$ cat config.mk
export PLATFORM = sky130hd
export DESIGN_NAME = mem_access_stage_flat
export DESIGN_NICKNAME = d
export VERILOG_FILES = /design/src/rtl/mem_access_stage_if.sv /design/src/rtl/mem_access_stage.sv /design/src/flat_wrapper.sv
export SDC_FILE = /design/constraint.sdc
export NUM_CORES = 1
export LEC_CHECK = 0
export CORE_AREA = 2 2 175 177
export DETAILED_ROUTE_END_ITERATION = 10
export DIE_AREA = 0 0 177 179
export PLACE_DENSITY = 0.68
export SLEW_MARGIN = 30
export SYNTH_ARGS = -nofsm -noshare
export SYNTH_HDL_FRONTEND = slang
export SYNTH_SLANG_ARGS = --single-unit
$ cat constraint.sdc
create_clock -name clk -period 3.8 [get_ports clk]
set_clock_uncertainty 0.05 [all_clocks]
set_input_delay 0.57 -clock clk [delete_from_list [all_inputs] [get_ports clk]]
set_output_delay 0.57 -clock clk [all_outputs]
set_load 0.01 [all_outputs]
$ cat src/rtl/mem_access_stage_if.sv
// EXE->MEM->WB handshake, data-RAM port and bypass signals of the memory-access stage.
// slave: the stage itself; master: whatever drives EXE inputs, the RAM and WB.
interface mem_access_stage_if #(
    parameter int unsigned SIDE_W = 64
);
    logic              in_valid;
    logic              in_ready;
    logic [4:0]        mem_op;
    logic [31:0]       addr;
    logic [31:0]       store_data;
    logic              rf_wen;
    logic [4:0]        wdest;
    logic [31:0]       pc;
    logic [SIDE_W-1:0] side_in;
    logic              flush;

    logic              dm_en;
    logic [3:0]        dm_wen;
    logic [31:0]       dm_addr;
    logic [31:0]       dm_wdata;
    logic [31:0]       dm_rdata;

    logic              out_valid;
    logic              out_ready;
    logic [31:0]       out_result;
    logic              out_rf_wen;
    logic [4:0]        out_wdest;
    logic [31:0]       out_pc;
    logic [SIDE_W-1:0] out_side;
    logic              out_adel;
    logic              out_ades;

    logic [4:0]        fwd_wdest;
    logic [31:0]       fwd_value;
    logic              fwd_ready;

    modport master (
        output in_valid, mem_op, addr, store_data, rf_wen, wdest, pc, side_in, flush,
        output dm_rdata, out_ready,
        input  in_ready, dm_en, dm_wen, dm_addr, dm_wdata,
        input  out_valid, out_result, out_rf_wen, out_wdest, out_pc, out_side, out_adel, out_ades,
        input  fwd_wdest, fwd_value, fwd_ready
    );

    modport slave (
        input  in_valid, mem_op, addr, store_data, rf_wen, wdest, pc, side_in, flush,
        input  dm_rdata, out_ready,
        output in_ready, dm_en, dm_wen, dm_addr, dm_wdata,
        output out_valid, out_result, out_rf_wen, out_wdest, out_pc, out_side, out_adel, out_ades,
        output fwd_wdest, fwd_value, fwd_ready
    );
endinterface

$ cat src/rtl/mem_access_stage.sv
// MIPS MEM stage: byte/half/word loads and stores against a fixed-latency data RAM.
// Define MEM_ALIGN_CHECK_EN to raise out_adel/out_ades on misaligned accesses.
module mem_access_stage #(
    parameter int unsigned RD_LATENCY = 1,
    parameter int unsigned SIDE_W     = 64
) (
    input logic               clk,
    input logic               resetn,
    mem_access_stage_if.slave bus
);
    typedef enum logic [1:0] {IDLE, ISSUE, WAIT, DONE} state_t;

    state_t            state, next_state, entry_state;
    logic [2:0]        cnt;
    logic [4:0]        r_op;
    logic [31:0]       r_addr, r_sdata, r_res, r_pc;
    logic              r_rf_wen, r_mis;
    logic [4:0]        r_wdest;
    logic [SIDE_W-1:0] r_side;

    logic in_is_mem, in_mis, accept;
    logic r_is_load, r_is_store, load_result;

    function automatic logic [31:0] load_extract(input logic [2:0] op, input logic [1:0] lo,
                                                 input logic [31:0] rdata);
        logic [7:0]  b;
        logic [15:0] h;
        b = 8'(rdata >> {lo, 3'b000});
        h = lo[1] ? rdata[31:16] : rdata[15:0];
        case (op[2:1])
            2'b00:   return op[0] ? {24'b0, b} : {{24{b[7]}}, b};
            2'b01:   return op[0] ? {16'b0, h} : {{16{h[15]}}, h};
            default: return rdata;
        endcase
    endfunction

    function automatic logic [3:0] store_strobe(input logic [1:0] size, input logic [1:0] lo);
        case (size)
            2'b00:   return 4'b0001 << lo;
            2'b01:   return lo[1] ? 4'b1100 : 4'b0011;
            default: return 4'b1111;
        endcase
    endfunction

    function automatic logic [31:0] store_lanes(input logic [1:0] size, input logic [31:0] d);
        case (size)
            2'b00:   return {4{d[7:0]}};
            2'b01:   return {2{d[15:0]}};
            default: return d;
        endcase
    endfunction

    assign in_is_mem = bus.mem_op[4] | bus.mem_op[3];
`ifdef MEM_ALIGN_CHECK_EN
    assign in_mis = in_is_mem &
                    (((bus.mem_op[2:1] == 2'b01) & bus.addr[0]) |
                     (bus.mem_op[2] & (bus.addr[1:0] != 2'b00)));
`else
    assign in_mis = 1'b0;
`endif

    assign bus.in_ready = (state == IDLE) | ((state == DONE) & bus.out_ready);
    assign accept       = bus.in_valid & bus.in_ready & ~bus.flush;
    assign entry_state  = (in_is_mem & ~in_mis) ? ISSUE : DONE;

    assign r_is_load   = r_op[4];
    assign r_is_store  = r_op[3] & ~r_op[4];
    assign load_result = r_is_load & ~r_mis;

    always_comb begin
        next_state = state;
        case (state)
            IDLE:    if (accept) next_state = entry_state;
            ISSUE:   next_state = r_is_load ? WAIT : DONE;
            WAIT:    if (cnt == '0) next_state = DONE;
            DONE:    if (bus.out_ready) next_state = accept ? entry_state : IDLE;
            default: next_state = IDLE;
        endcase
        if (bus.flush) next_state = IDLE;
    end

    always_ff @(posedge clk or negedge resetn) begin
        if (!resetn) begin
            state    <= IDLE;
            cnt      <= '0;
            r_op     <= '0;
            r_addr   <= '0;
            r_sdata  <= '0;
            r_res    <= '0;
            r_pc     <= '0;
            r_rf_wen <= 1'b0;
            r_mis    <= 1'b0;
            r_wdest  <= '0;
            r_side   <= '0;
        end else begin
            state <= next_state;
            if (accept) begin
                r_op     <= bus.mem_op;
                r_addr   <= bus.addr;
                r_sdata  <= bus.store_data;
                r_rf_wen <= bus.rf_wen & ~in_mis;
                r_mis    <= in_mis;
                r_wdest  <= bus.wdest;
                r_pc     <= bus.pc;
                r_side   <= bus.side_in;
            end
            if (state == ISSUE)
                cnt <= 3'(RD_LATENCY - 1);
            else if (state == WAIT && cnt != '0)
                cnt <= cnt - 3'd1;
            // a flush in the final WAIT cycle discards the returning read data
            if (state == WAIT && cnt == '0 && !bus.flush)
                r_res <= load_extract(r_op[2:0], r_addr[1:0], bus.dm_rdata);
        end
    end

    assign bus.dm_en    = (state == ISSUE) & ~bus.flush;
    assign bus.dm_wen   = (state == ISSUE && r_is_store && !bus.flush)
                          ? store_strobe(r_op[2:1], r_addr[1:0]) : '0;
    assign bus.dm_addr  = {r_addr[31:2], 2'b00};
    assign bus.dm_wdata = store_lanes(r_op[2:1], r_sdata);

    assign bus.out_valid  = (state == DONE) & ~bus.flush;
    assign bus.out_result = load_result ? r_res : r_addr;
    assign bus.out_rf_wen = r_rf_wen;
    assign bus.out_wdest  = r_wdest;
    assign bus.out_pc     = r_pc;
    assign bus.out_side   = r_side;
    assign bus.out_adel   = r_mis & r_is_load;
    assign bus.out_ades   = r_mis & r_is_store;

    assign bus.fwd_wdest = (state != IDLE && r_rf_wen) ? r_wdest : '0;
    assign bus.fwd_ready = ~(r_is_load & ((state == ISSUE) | (state == WAIT)));
    assign bus.fwd_value = (load_result && state == DONE) ? r_res : r_addr;
endmodule

$ cat src/flat_wrapper.sv
// flat-port wrapper written by rule: the top's interface ports become plain ports
module mem_access_stage_flat 
#(
    parameter int unsigned RD_LATENCY = 1,
    parameter int unsigned SIDE_W     = 64
)
  (clk, resetn, bus_in_valid, bus_mem_op, bus_addr, bus_store_data, bus_rf_wen, bus_wdest, bus_pc, bus_side_in, bus_flush, bus_dm_rdata, bus_out_ready, bus_in_ready, bus_dm_en, bus_dm_wen, bus_dm_addr, bus_dm_wdata, bus_out_valid, bus_out_result, bus_out_rf_wen, bus_out_wdest, bus_out_pc, bus_out_side, bus_out_adel, bus_out_ades, bus_fwd_wdest, bus_fwd_value, bus_fwd_ready);
  mem_access_stage_if #(.SIDE_W(SIDE_W)) bus_i ();
  input logic clk;
  input logic resetn;
  input wire logic [$bits(bus_i.in_valid)-1:0] bus_in_valid;
  input wire logic [$bits(bus_i.mem_op)-1:0] bus_mem_op;
  input wire logic [$bits(bus_i.addr)-1:0] bus_addr;
  input wire logic [$bits(bus_i.store_data)-1:0] bus_store_data;
  input wire logic [$bits(bus_i.rf_wen)-1:0] bus_rf_wen;
  input wire logic [$bits(bus_i.wdest)-1:0] bus_wdest;
  input wire logic [$bits(bus_i.pc)-1:0] bus_pc;
  input wire logic [$bits(bus_i.side_in)-1:0] bus_side_in;
  input wire logic [$bits(bus_i.flush)-1:0] bus_flush;
  input wire logic [$bits(bus_i.dm_rdata)-1:0] bus_dm_rdata;
  input wire logic [$bits(bus_i.out_ready)-1:0] bus_out_ready;
  output wire logic [$bits(bus_i.in_ready)-1:0] bus_in_ready;
  output wire logic [$bits(bus_i.dm_en)-1:0] bus_dm_en;
  output wire logic [$bits(bus_i.dm_wen)-1:0] bus_dm_wen;
  output wire logic [$bits(bus_i.dm_addr)-1:0] bus_dm_addr;
  output wire logic [$bits(bus_i.dm_wdata)-1:0] bus_dm_wdata;
  output wire logic [$bits(bus_i.out_valid)-1:0] bus_out_valid;
  output wire logic [$bits(bus_i.out_result)-1:0] bus_out_result;
  output wire logic [$bits(bus_i.out_rf_wen)-1:0] bus_out_rf_wen;
  output wire logic [$bits(bus_i.out_wdest)-1:0] bus_out_wdest;
  output wire logic [$bits(bus_i.out_pc)-1:0] bus_out_pc;
  output wire logic [$bits(bus_i.out_side)-1:0] bus_out_side;
  output wire logic [$bits(bus_i.out_adel)-1:0] bus_out_adel;
  output wire logic [$bits(bus_i.out_ades)-1:0] bus_out_ades;
  output wire logic [$bits(bus_i.fwd_wdest)-1:0] bus_fwd_wdest;
  output wire logic [$bits(bus_i.fwd_value)-1:0] bus_fwd_value;
  output wire logic [$bits(bus_i.fwd_ready)-1:0] bus_fwd_ready;
  assign bus_i.in_valid = bus_in_valid;
  assign bus_i.mem_op = bus_mem_op;
  assign bus_i.addr = bus_addr;
  assign bus_i.store_data = bus_store_data;
  assign bus_i.rf_wen = bus_rf_wen;
  assign bus_i.wdest = bus_wdest;
  assign bus_i.pc = bus_pc;
  assign bus_i.side_in = bus_side_in;
  assign bus_i.flush = bus_flush;
  assign bus_i.dm_rdata = bus_dm_rdata;
  assign bus_i.out_ready = bus_out_ready;
  assign bus_in_ready = bus_i.in_ready;
  assign bus_dm_en = bus_i.dm_en;
  assign bus_dm_wen = bus_i.dm_wen;
  assign bus_dm_addr = bus_i.dm_addr;
  assign bus_dm_wdata = bus_i.dm_wdata;
  assign bus_out_valid = bus_i.out_valid;
  assign bus_out_result = bus_i.out_result;
  assign bus_out_rf_wen = bus_i.out_rf_wen;
  assign bus_out_wdest = bus_i.out_wdest;
  assign bus_out_pc = bus_i.out_pc;
  assign bus_out_side = bus_i.out_side;
  assign bus_out_adel = bus_i.out_adel;
  assign bus_out_ades = bus_i.out_ades;
  assign bus_fwd_wdest = bus_i.fwd_wdest;
  assign bus_fwd_value = bus_i.fwd_value;
  assign bus_fwd_ready = bus_i.fwd_ready;
  mem_access_stage #(.RD_LATENCY(RD_LATENCY), .SIDE_W(SIDE_W)) u_core (.clk(clk), .resetn(resetn), .bus(bus_i));
endmodule
==> impl_metrics.tcl, run 1 <==
set metrics [dict create \
    outcome "finished clean" \
    overflow 0 \
    reg2reg_depth 7 \
    clk_pin_slew_ps 60 \
    hold_violations 0 \
    grt.total_usage_pct 20.1 \
    r2r_end "u_core.r_res[19]" \
    reg2reg_from "u_core.state[0]" \
    clock_latency_ps 520 \
    power.leakage_nw 6.23 \
    yosys.area_share.xor_xnor_pct 0.173 \
    critPathKind "flip-flop to output port" \
    grt_antenna_before_repair 2 \
    tns_ps 0 \
    h-tree-depth 1 \
    die_y_um 179 \
    ys_types 44 \
    relSlewSlack_pct 46.4 \
    yosys_warnings 0 \
    nNetsFinal 1412 \
    syn-cell-area_um2 10100 \
    synth-compound-area-share_pct 7.38 \
    drv_cap 0 \
    crit_path_end_kind "output port" \
    post-route-util_pct 51.7 \
    cp-start-kind "flip-flop" \
    worstHoldStart "u_core.bus.out_side[13]" \
    rsz0062_at_grt "no" \
    avgSynthCellArea_um2 12.7 \
    async_flop_share_pct 100 \
    worst_pin_slew_ps 802 \
    hold_end "u_core.bus.out_side[13]" \
    yosys.area_share.adder_pct 0.865 \
    multiInputGateArea_um2 4340 \
    drive_gt1_share_pct 28.1 \
    core_um2 30000 \
    routed_wl_mm 33.1 \
    netSwitchingFraction_pct 34.5 \
    combPwrFrac_pct 53.2 \
    ys_seq_area_share_pct 51.4 \
    cts_tree "yes" \
    routed_via_density 4.86 \
    ff_latch_area_um2 5210 \
    nFillCells 2660 \
    p_switching_mw 4.86 \
    die_width_um 177 \
    place_hpwl_mm 24.2 \
    finalSetupViolCount 0 \
    powerDensity_nw_per_um2 906 \
    synth.most_common_cell "mux2_2" \
    fmax_mhz 291 \
    intPower_mw 9.22 \
    power_frac_seq_pct 30.1 \
    cts-resized-gates 0 \
    hp-class "flip-flop to flip-flop" \
    grt_first_pass_wirelength_mm 48.6 \
    slew_viol_final 0 \
    synth.area.top_cells "dfrtp_1 (51%), mux2_2 (28%), buf_4 (3.3%), mux2i_1 (1.6%), nand2_1 (1.6%)" \
    ctsHoldBuffers 1 \
    arrival_ps 2820 \
    synth_edf_count 0 \
    clock_power_share_pct 16.7 \
    place_congestion 0.780 \
    die_area_um2 31700 \
    rows 64 \
    cts_root_buf "clkbuf_16" \
    grt_pass1_vias 8027 \
    fin_crit_sh_pct 90.5 \
    reg2reg_setup_slack_ps 1490 \
    portBuffers 448 \
    area_growth_pct 53.5 \
    critPathMaxFanout 6 \
    io_pins 453 \
    vias 7825 \
    cts_setup_buffers 0 \
    synth_top_family_by_area "multiplexers" \
    initial_utilization_pct 33.7 \
    yosys-top-cells-count "mux2_2 (248), dfrtp_1 (208), buf_4 (44), nand2_1 (42), nor2_1 (41)" \
    yosysTopAreaCell "dfrtp_1" \
    ant_nets 0 \
    cp.required_ps 3180 \
    cts-buffers-inserted 25 \
    yosysTopAreaCellShare_pct 51.4 \
    dr.pass1.iters 4 \
    yosys.area_share.simple_pct 4.83 \
    wl_per_cell_um 20.5 \
    synth_cells 794 \
    clock_sinks 208 \
    ys_seq_elements 208 \
    whs_path_depth 1 \
    drtIter0Drc 407 \
    ys.flop_type "dfrtp_1" \
    clockBufferDepth 3 \
    grt_max_degree 89 \
    muxShareOfSynthArea_pct 29.4 \
    irDropWorstVdd_mv 0.493 \
    period_minus_slack_ps 3440 \
    drcViolationCount 0 \
]
-- critical path, stage by stage (launching register included) --
cell and delay [ps]:
dfrtp_1 410, inv_1 110, ha_1 270, nor2b_1 200, nand3b_1 220, or2_2 390
a21oi_1 130, clkdlybuf4s50_1 560
-- layout make-up --
| class | instances | area share, % |
|---|---|---|
| sequential | 208 | 33.5 |
| timing repair buffer | 466 | 30.0 |
| multi-input combinational | 486 | 27.9 |
| clock buffer | 36 | 4.55 |
| tap | 396 | 3.19 |
| clock inverter | 6 | 0.540 |
| inverter | 10 | 0.242 |
| antenna | 2 | 0.0322 |
-- worst max path at each step --
stage,to,depth (start not counted),startpoint
6_report,bus_dm_wen[3],7,u_core.state[1]
5_1_grt,bus_dm_wen[3],7,u_core.state[1]
4_1_cts,bus_dm_wen[3],7,u_core.state[1]
3_5_place_dp,bus_dm_wen[3],6,bus_flush
3_3_place_gp,bus_dm_wen[3],6,bus_flush
2_1_floorplan,bus_dm_wen[3],6,u_core.state[1]
-- logic make-up after synthesis --
logic type      count (synthesis)
mux                           265
fa+ha+maj                       7
flops                         208
buf+inv                       103
compound gates                 99
xor+xnor                        2
simple gates                  109
other cells                     1
-- sequential cells by signal, summed over array words and instances (netlist names) --
signal	flops
u_core.r_op	5
u_core.bus.out_side	64
u_core.bus.out_pc	32
u_core.r_sdata	32
u_core.r_res	32
u_core.cnt	3
u_core.r_addr	32
u_core.bus.out_rf_wen	1
u_core.state	2
u_core.bus.out_wdest	5
-- stage by stage --
| stage | total power [mW] | hold slack, ps | setup WS, ps | instance area (um^2) | std cells |
|---|---|---|---|---|---|
| 2_1_floorplan | 7.92 | 224 | 1550 | 10100 | 797 |
| 3_3_place_gp | 11.7 | 434 | 547 | 14700 | 1565 |
| 3_5_place_dp | 11.8 | 444 | 527 | 14700 | 1565 |
| 4_1_cts | 14.3 | 456 | 326 | 15500 | 1608 |
| 5_1_grt | 15.0 | 468 | 194 | 15500 | 1610 |
| 6_report | 14.1 | 453 | 361 | 15500 | 1610 |
-- cell usage in the layout (no fill, tap or decap), types with 2 or more instances in the layout --
cell type and n:
inv_1 9, nor2_1 41, mux2i_1 16, bufinv_16 2, a211oi_2 7, buf_4 14
o221a_2 14, nand2b_1 3, buf_12 3, o21ai_0 20, clkbuf_8 4, clkdlybuf4s50_1 447
clkbuf_1 7, nor2b_1 6, a21oi_1 25, a211oi_1 2, diode_2 2, ha_1 7
a21oi_2 10, o21ai_1 2, or2_2 2, dfrtp_1 207, a31oi_1 7, clkbuf_16 25
a32o_1 7, nand2_1 42, clkinv_2 3, conb_1 4, mux2_2 248, and2_1 5
nand3_1 2
-- power groups by stage --
stage	logic [mW]	registers [mW]	clock network [mW]
2_1_floorplan	3.70	4.21	0
3_3_place_gp	7.49	4.23	0
3_5_place_dp	7.54	4.27	0
4_1_cts	7.59	4.25	2.43
5_1_grt	8.03	4.40	2.53
6_report	7.49	4.24	2.36
-- layer usage --
metal	track usage (%)	up-vias	routed length, um
li1	-	3614	-
met1	24.1	3838	13000
met2	34.5	334	16300
met3	6.76	39	3070
met4	5.13	0	660
met5	0	-	0
Power figures use the tool's default switching activity.
==> inputs of run 2 (changes only) <==
--- a/config.mk
+++ b/config.mk
@@ -5,9 +5,11 @@
 export SDC_FILE = /design/constraint.sdc
 export NUM_CORES = 1
 export LEC_CHECK = 0
-export CORE_AREA = 2 2 175 177
+export ABC_AREA = 1
+export CORE_AREA = 2 2 178 180
 export DETAILED_ROUTE_END_ITERATION = 10
-export DIE_AREA = 0 0 177 179
+export DIE_AREA = 0 0 180 182
+export GPL_ROUTABILITY_DRIVEN = 1
 export PLACE_DENSITY = 0.68
 export SLEW_MARGIN = 30
 export SYNTH_ARGS = -nofsm -noshare
==> run 2 against run 1 <==
  * Register-to-register slack got worse by 180 ps
  * Worst setup slack got worse by 100 ps
  * Wire length rose by 10%
  * Via count rose by 16%
  * Synthesized cell count rose by 38%
  * Count of clock-buffer cells in the layout fell by 6
  * Flip-flop and latch count did not move
  * First-iteration DRC count rose by 18%
  * Critical endpoint is now bus_dm_wdata[8]
  * Largest cell class unchanged
==> impl_metrics.tcl, run 2 <==
set metrics [dict create \
    cp-start-kind "flip-flop" \
    design_area_um2 16000 \
    worst_pin_slew_ps 810 \
    tns_ps 0 \
    ys_seq_elements 208 \
    async_flop_share_pct 100 \
    yosys.area_share.simple_pct 13.2 \
    fmax_mhz 283 \
    synth_top_family_by_area "multiplexers" \
    placed_area_um2 15200 \
    place_congestion 0.935 \
    relSlewSlack_pct 46.0 \
    arrival_ps 2920 \
    reg2reg_depth 9 \
    slowest_delay_ps 590 \
    yosys-top-cells-count "nand2_1 (267), dfrtp_1 (208), inv_1 (104), mux2_4 (85), o21ai_0 (84)" \
    final_cell_mix "clkdlybuf4s50_1 (447), nand2_1 (266), dfrtp_1 (207), inv_1 (104), mux2_4 (85)" \
    rsz0062_at_grt "no" \
    clockBufferDepth 3 \
    crit_path_end_kind "output port" \
    final_common_cell "clkdlybuf4s50_1" \
    die_area_um2 32800 \
    yosys_warnings 0 \
    cts-resized-gates 0 \
    cpMostUsedCell "inv_1" \
    irDropWorstVdd_mv 0.523 \
    io_pins 453 \
    drive_gt1_share_pct 15.1 \
    numPlacedInstances 1862 \
    nNetsFinal 1702 \
    ys.flop_type "dfrtp_1" \
    r2r_end "u_core.r_res[8]" \
    synth.most_common_cell "nand2_1" \
    path_cells "inv_1 -> nand2_2 -> inv_1 -> buf_4 -> nand2_1 -> o21ai_0 -> clkdlybuf4s50_1" \
    path_buf_inv 4 \
    cpMaxStageDelayCell "clkdlybuf4s50_1" \
    grt_first_pass_wirelength_mm 55.0 \
    grt_pass1_vias 9135 \
    synth_edf_count 0 \
    yosys.area_share.adder_pct 0.823 \
    slew_viol_final 0 \
    grt_max_degree 97 \
    synth_cells 1092 \
    muxShareOfSynthArea_pct 19.3 \
    reg2reg_setup_slack_ps 1310 \
    initial_utilization_pct 34.4 \
    die_y_um 182 \
    synth.area.top_cells "dfrtp_1 (49%), mux2_4 (12%), nand2_1 (9.4%), mux2_2 (7.3%), o21ai_0 (3.9%)" \
    instances_no_fill 1909 \
    critPathTopFamily "buffers and inverters" \
    avgSynthCellArea_um2 9.75 \
    wl_per_cell_um 19.1 \
    clock_latency_ps 530 \
    cp.required_ps 3180 \
    fin_crit_sh_pct 93.1 \
    yosys.area_share.xor_xnor_pct 0 \
    drtIter0Drc 482 \
    ctsHoldBuffers 0 \
    hp-class "input port to async pin" \
    cts_root_buf "clkbuf_16" \
    syn-cell-area_um2 10600 \
    powerDensity_nw_per_um2 881 \
    clock_sinks 208 \
    ys_seq_area_share_pct 48.9 \
    drv_cap 0 \
    synth-compound-area-share_pct 7.80 \
    nFillCells 2826 \
    die_width_um 180 \
    routed_via_density 4.76 \
    overflow 0 \
    routed_wl_mm 36.5 \
    dr.pass1.iters 5 \
    place_hpwl_mm 27.2 \
    portBuffers 448 \
    grt.total_usage_pct 21.6 \
    critPathKind "flip-flop to output port" \
    period_minus_slack_ps 3540 \
    ys_types 30 \
    grt_antenna_before_repair 1 \
    yosysTopAreaCell "dfrtp_1" \
    vias 9091 \
    cts-buffers-inserted 25 \
    cts_tree "yes" \
    rows 65 \
    outcome "finished clean" \
    area_growth_pct 50.7 \
    h-tree-depth 1 \
    clk_pin_slew_ps 60 \
    hold_violations 0 \
    critPathMaxFanout 14 \
    ant_nets 0 \
    reg2reg_from "u_core.r_addr[0]" \
    drcViolationCount 0 \
    yosysTopAreaCellShare_pct 48.9 \
    finalSetupViolCount 0 \
    core_um2 31000 \
    largest_register_ffs 64 \
    cts_setup_buffers 0 \
    power.leakage_nw 7.51 \
]
-- run 2: metrics by stage --
| stage | setup slack [ps] | util (%) | total power, mW | hold WS [ps] |
|---|---|---|---|---|
| 3_3_place_gp | 663 | 49.1 | 11.6 | 415 |
| 3_5_place_dp | 647 | 49.1 | 11.7 | 427 |
| 5_1_grt | 106 | 51.8 | 15.1 | 83.4 |
| 4_1_cts | 250 | 51.8 | 14.3 | 56.4 |
| 2_1_floorplan | 1730 | - | 7.85 | 224 |
| 6_report | 261 | 51.8 | 14.1 | 37.9 |
-- run 2: power by group --
| part | internal [mW] | leakage (nW) | switching (mW) |
|---|---|---|---|
| Clock | 1.48 | 0.420 | 0.995 |
| Sequential | 3.31 | 2.41 | 0.796 |
| Combinational | 4.23 | 4.67 | 3.34 |
| Total | 9.02 | 7.51 | 5.13 |
-- run 2: kinds of logic (layout without fill, tap and decap cells) --
family,Yosys count,after routing
AO/OA/AOI/OAI,157,157
adder cells (fa/ha/maj),7,7
buffers and inverters,208,619
flip-flops,208,208
multiplexers,154,154
other,1,5
AND/OR/NAND/NOR,357,357
-- run 2: routing by layer --
metal,part of all wire [%],track usage [%]
met1,40,26.9
met5,0,0
met4,2.7,6.31
met3,8.5,5.72
met2,49,37.0
-- run 2: worst max path at each step --
stage                    startpoint                to  slack (ps)  cells past startpoint
detailed placement        bus_flush     bus_dm_wen[3]         650                      6
floorplan           u_core.state[1]     bus_dm_wen[3]        1730                      7
CTS                  u_core.r_op[4]     bus_dm_wen[3]         250                      5
global route         u_core.r_op[1]  bus_dm_wdata[13]         110                      7
global placement          bus_flush     bus_dm_wen[3]         660                      6
finish               u_core.r_op[1]   bus_dm_wdata[8]         260                      7
-- run 2: final cells by class --
type                       instances  area [um^2]  area share, %
antenna                            1         2.50         0.0156
clock buffer                      30          674           4.20
clock inverter                    16          171           1.07
inverter                         107          402           2.50
multi-input combinational        679         4420           27.5
sequential                       208         5210           32.4
tap                              402          503           3.13
timing repair buffer             466         4670           29.1
